[src/rtl/div47_pkg.sv]
// Shared constants and types for the divide-by-47 reconstruction datapath.
package div47_pkg;

    localparam int DIVISOR = 47;
    localparam int XW      = 60;
    localparam int QW      = 55;
    localparam int DW      = 6;
    localparam int NDIG    = XW / DW;
    localparam int CW      = 4;

    typedef logic [DW-1:0]   digit_t;
    typedef logic [2*DW-1:0] prod_t;

    typedef enum logic [1:0] {
        IDLE = 2'd0,
        RUN  = 2'd1,
        DONE = 2'd2
    } state_t;

    // Divisor and last digit index in the widths they are compared at.
    localparam digit_t         DIV_D    = digit_t'(DIVISOR);
    localparam logic [CW-1:0]  LAST_DIG = CW'(NDIG - 1);

endpackage

[src/rtl/div47_digit_mac.sv]
// One digit step of the reconstruction: {cout, sout} = d*47 + cin.
// The multiply by 47 is a fixed shift-add tree (32+8+4+2+1), no multiplier.
module div47_digit_mac
    import div47_pkg::*;
(
    input  digit_t d,
    input  digit_t cin,
    output digit_t cout,
    output digit_t sout
);

    prod_t dx;
    prod_t s;

    assign dx = prod_t'(d);
    // Worst case 63*47 + 63 = 3024 still fits the 12-bit product.
    assign s  = (dx << 5) + (dx << 3) + (dx << 2) + (dx << 1) + dx + prod_t'(cin);
    assign {cout, sout} = s;

endmodule

[src/rtl/div47_recon_serial.sv]
// Digit-serial rebuild of x = q*47 + r, six quotient bits per cycle,
// with valid/ready on both sides and range/overflow flags.
module div47_recon_serial
    import div47_pkg::*;
(
    input  logic          clk,
    input  logic          rst_n,
    input  logic          in_valid,
    output logic          in_ready,
    input  logic [QW-1:0] q,
    input  logic [DW-1:0] r,
    output logic          out_valid,
    input  logic          out_ready,
    output logic [XW-1:0] x,
    output logic          err_rem,
    output logic          ovf
);

    state_t         state_q;
    state_t         state_d;
    logic [CW-1:0]  cnt_q;
    logic [XW-1:0]  qreg_q;
    logic [XW-1:0]  xreg_q;
    digit_t         carry_q;
    logic           err_q;
    logic           ovf_q;

    digit_t         mac_cout;
    digit_t         mac_sout;
    logic           accept;
    logic           last_dig;

    div47_digit_mac u_mac (
        .d    (qreg_q[DW-1:0]),
        .cin  (carry_q),
        .cout (mac_cout),
        .sout (mac_sout)
    );

    assign accept   = in_valid && in_ready;
    assign last_dig = (cnt_q == LAST_DIG);

    // State register.
    always_ff @(posedge clk or negedge rst_n) begin
        if (!rst_n) begin
            state_q <= IDLE;
        end else begin
            state_q <= state_d;
        end
    end

    // Next state and handshake decode; handshakes come from state only.
    always_comb begin
        state_d   = state_q;
        in_ready  = 1'b0;
        out_valid = 1'b0;
        case (state_q)
            IDLE: begin
                in_ready = 1'b1;
                if (in_valid) begin
                    state_d = RUN;
                end
            end
            RUN: begin
                if (last_dig) begin
                    state_d = DONE;
                end
            end
            DONE: begin
                out_valid = 1'b1;
                if (out_ready) begin
                    state_d = IDLE;
                end
            end
            default: begin
                state_d = IDLE;
            end
        endcase
    end

    // Datapath: load on accept, shift one digit per RUN cycle, hold in DONE.
    always_ff @(posedge clk or negedge rst_n) begin
        if (!rst_n) begin
            cnt_q   <= '0;
            qreg_q  <= '0;
            xreg_q  <= '0;
            carry_q <= '0;
            err_q   <= 1'b0;
            ovf_q   <= 1'b0;
        end else begin
            case (state_q)
                IDLE: begin
                    if (accept) begin
                        qreg_q  <= XW'(q);
                        carry_q <= r;
                        err_q   <= (r >= DIV_D);
                        ovf_q   <= 1'b0;
                        cnt_q   <= '0;
                    end
                end
                RUN: begin
                    // Low digit result enters at the top; after ten shifts
                    // digit 0 lands in x[5:0].
                    xreg_q  <= {mac_sout, xreg_q[XW-1:DW]};
                    qreg_q  <= qreg_q >> DW;
                    carry_q <= mac_cout;
                    cnt_q   <= cnt_q + 1'b1;
                    if (last_dig) begin
                        ovf_q <= (mac_cout != '0);
                    end
                end
                default: begin
                end
            endcase
        end
    end

    assign x       = xreg_q;
    assign err_rem = err_q;
    assign ovf     = ovf_q;

endmodule
[config.mk]
export PLATFORM = sky130hd
export DESIGN_NAME = div47_recon_serial
export DESIGN_NICKNAME = d
export VERILOG_FILES = /design/src/rtl/div47_pkg.sv /design/src/rtl/div47_digit_mac.sv /design/src/rtl/div47_recon_serial.sv
export SDC_FILE = /design/constraint.sdc
export NUM_CORES = 1
export LEC_CHECK = 0
export ABC_AREA = 1
export CORE_MARGIN = 8
export CORE_UTILIZATION = 38
export DETAILED_ROUTE_END_ITERATION = 12
export DONT_BUFFER_PORTS = 1
export PLACE_DENSITY = 0.55
export SLEW_MARGIN = 20
export SYNTH_ARGS = -nofsm -noshare
export SYNTH_HDL_FRONTEND = slang
export SYNTH_SLANG_ARGS = --single-unit
[constraint.sdc]
create_clock -name clk -period 5.13 [get_ports clk]
set_input_delay 1.026 -clock clk [delete_from_list [all_inputs] [get_ports clk]]
set_output_delay 1.026 -clock clk [all_outputs]
set_load 0.005 [all_outputs]
==> results.txt <==
----------------------------------------------------
[Outcome]
  Status ... completed

[Clocking]
  CTS clk-pin slew, worst paths ... 0.06 ns
  Root buffer cell ... clkbuf_16
  Count of buffers added by post-CTS timing repair for setup ... 0
  Maximum clock insertion buffer count ... 2
  Clock tree from TritonCTS ... built
  Number of resized instances in the post-cts repair step ... 0
  Post-CTS Hold Buffers ... 0
  Number of buffers created by CTS ... 17
  Clock Sink Count ... 129
  Clock latency at the later pin of the worst-skew pair ... around 0.41 ns
  Number of H-tree branching levels ... 4

[Floorplanning]
  Die span in x ... between 150 and 200 um
  Die Area ... 22,500 um^2
  Height of the chip ... around 150 um
  Starting density of the core ... 0.384
  Core Footprint ... about 18,000 um^2
  Number of primary I/O pins ... around 130
  Site row count ... 49

[STA]
  Final critical-path share of the clock period ... 0.677
  Max transition margin ... 0.351
  Final clock skew ... 0.00734 ns
  Setup repair after global routing missed its margin ... false
  Pins Over Slew Limit ... 0
  Slew of the pin with the lowest slew margin ... 0.973 ns
  Number of setup violations in the final report ... 0
  Final worst-path setup slack ... around 1.7 ns
  Tmin final ... ~3.5 ns
  Setup TNS ... 0 ns
  Final count of hold timing violations ... 0
  Fmax achieved ... ~290 MHz

[Placed design]
  Detailed Place HPWL ... 10,800 um
  Number of I/O port buffers ... 0
  Worst slack after detailed placement ... 1.66 ns
  Standard cell area after detailed placement ... about 6900 um^2
  Final estimated routing congestion in global placement ... 0.822

[Setup path]
  Signal arrival time at the worst endpoint ... about 3.8 ns
  Class of the most critical setup path ... reg2reg
  Reg-to-reg setup timing slack ... roughly 1.7 ns
  Data required time of the critical path ... approximately 5.4 ns
  FF-to-FF Start ... qreg_q[0]$_DFFE_PN0P_
  Biggest fanout along the worst timing path ... 5
  End of the worst register-to-register path ... ovf$_DFFE_PN0P_
  Worst reg2reg path depth ... 15
  Sort of element at the end of the critical path ... flip-flop
  Launching element type of the critical path ... flip-flop

[GRT]
  Global-route wire length before repair ... approximately 25,000 um
  Number of antenna violations at the first check in global routing ... 0
  Largest net degree at the start of global routing ... between 100 and 150
  Number of global-route vias before repair ... roughly 4,700
  Total grt overflow ... 0
  Gr usage total ... 0.140

[Min path]
  Worst min-delay path category ... in2async

[Routing]
  Total via count after detailed routing ... roughly 4,500
  Number of DRC violations after detailed routing ... 0
  Total wire length ... between 15,000 and 20,000 um
  Number of DRC violations after detailed-routing iteration 0 ... 222
  Average wire per standard cell ... ~17 um
  Number of search-and-repair iterations in the first detailed-routing pass ... 5
  Final antenna-violating net count ... 0
  Via density per instance ... between 5 and 6

[Synthesis]
  Post-synthesis cell count ... between 600 and 700
  Fraction of registers with async set or reset after synthesis ... 1.00
  Number of warnings printed during yosys synthesis ... 0
  Post-synth cell types ... 31
  Proportion of synthesized chip area in sequential cells ... 0.473
  Syn_area_per_cell ... 10.3 um^2
  Post-synth EDFFs ... 0
  Synthesized Nets ... 770
  Number of register bits inferred by synthesis ... roughly 130
  Post-Synthesis Cell Area ... 6830 um^2
  Ys flop type ... dfrtp_1

[Finish]
  Net count of the finished layout ... between 700 and 800
  Summed area of non-filler cells in the final layout ... 7520 um^2
  Synth-to-Final Area Change ... 10.1%
  Number of antenna diodes ... 0
  Fraction of layout instances using a drive strength above 1 ... 0.190
  Filler cell count in the final layout ... approximately 1,700

[Job]
  Number of violations of the max-capacitance limit ... 0

----------------------------------------------------
[stage by stage]
step / utilization / hold WS (ns) / std cells
6_report: 0.423 / 0.311 / 892
3_5_place_dp: 0.385 / 0.519 / 860
2_1_floorplan: - / 0.476 / 665
5_1_grt: 0.423 / 0.282 / 892
3_3_place_gp: 0.385 / 0.511 / 860
4_1_cts: 0.423 / 0.293 / 892
[cell type report]
class                      instances  area, um^2  area share
clock buffer                      17         425      0.0566
clock inverter                    15         241      0.0321
inverter                         126         480      0.0639
multi-input combinational        374        2840       0.378
sequential                       129        3230       0.429
tap                              229         287      0.0381
timing repair buffer               2        15.0     0.00200
[kinds of logic after synthesis]
family	after synthesis	synth area share
AND/OR/NAND/NOR	199	0.154
buffers and inverters	162	0.111
AO/OA/AOI/OAI	133	0.168
flip-flops	129	0.473
adder cells (fa/ha/maj)	40	0.0909
XOR/XNOR	2	0.00257
[sequential cells by signal, indices dropped and copies added, names as in the netlist]
signal and flops:
err_rem 1, x 60, cnt_q 4, carry_q 6, qreg_q 55, ovf 1, state_q 2
[cells in the mapped netlist (11+ instances only)]
cell type	n	area, um^2
a221oi_2	45	676
ha_1	24	300
nor3_2	39	390
buf_6	15	169
dfrtp_1	129	3230
fa_1	16	320
o21ai_0	66	330
nor2_1	11	41.3
inv_1	123	462
nand3_1	12	60.1
nand2_1	119	447
nor3_1	11	55.1
[placed cells by master (no fill, tap or decap), types with 3 or more instances in the layout]
cell	n
nor3_2	39
nand3_1	12
o211ai_1	6
ha_1	24
a221oi_2	45
o21a_1	3
nor3_1	11
o21ai_0	66
fa_1	16
clkbuf_16	17
inv_6	6
o22ai_1	3
nand2_1	119
dfrtp_1	129
nor2_1	11
inv_1	123
nand2_4	3
a21oi_1	7
bufinv_16	5
[per-layer routing]
metal  track usage  vias to the layer above  share of wire
met5             0                        -              0
met4        0.0470                        0         0.0095
met3        0.0490                       10          0.082
met2         0.209                      126           0.45
met1         0.185                     2182           0.46
li1              -                     2172              -
[worst max-delay path by stage]
stage | from | to
floorplan | qreg_q[0]$_DFFE_PN0P_ | ovf$_DFFE_PN0P_
global placement | qreg_q[0]$_DFFE_PN0P_ | ovf$_DFFE_PN0P_
detailed placement | qreg_q[0]$_DFFE_PN0P_ | ovf$_DFFE_PN0P_
CTS | qreg_q[1]$_DFFE_PN0P_ | ovf$_DFFE_PN0P_
global route | qreg_q[0]$_DFFE_PN0P_ | ovf$_DFFE_PN0P_
finish | qreg_q[0]$_DFFE_PN0P_ | ovf$_DFFE_PN0P_
[critical path: stages, from the launching register on]
cell	delay, ns
dfrtp_1	0.48
fa_1	0.62
inv_1	0.08
fa_1	0.53
inv_1	0.04
ha_1	0.28
ha_1	0.23
fa_1	0.38
nand2_1	0.11
nand2_1	0.11
nand3_1	0.13
nand3b_1	0.08
nand2_1	0.09
nand2_1	0.06
nor2_1	0.10
nor2_1	0.05
Power is left out: the tool's default activity adds up to more than one toggle a clock period on the data nets, which glitch-free logic cannot reach.
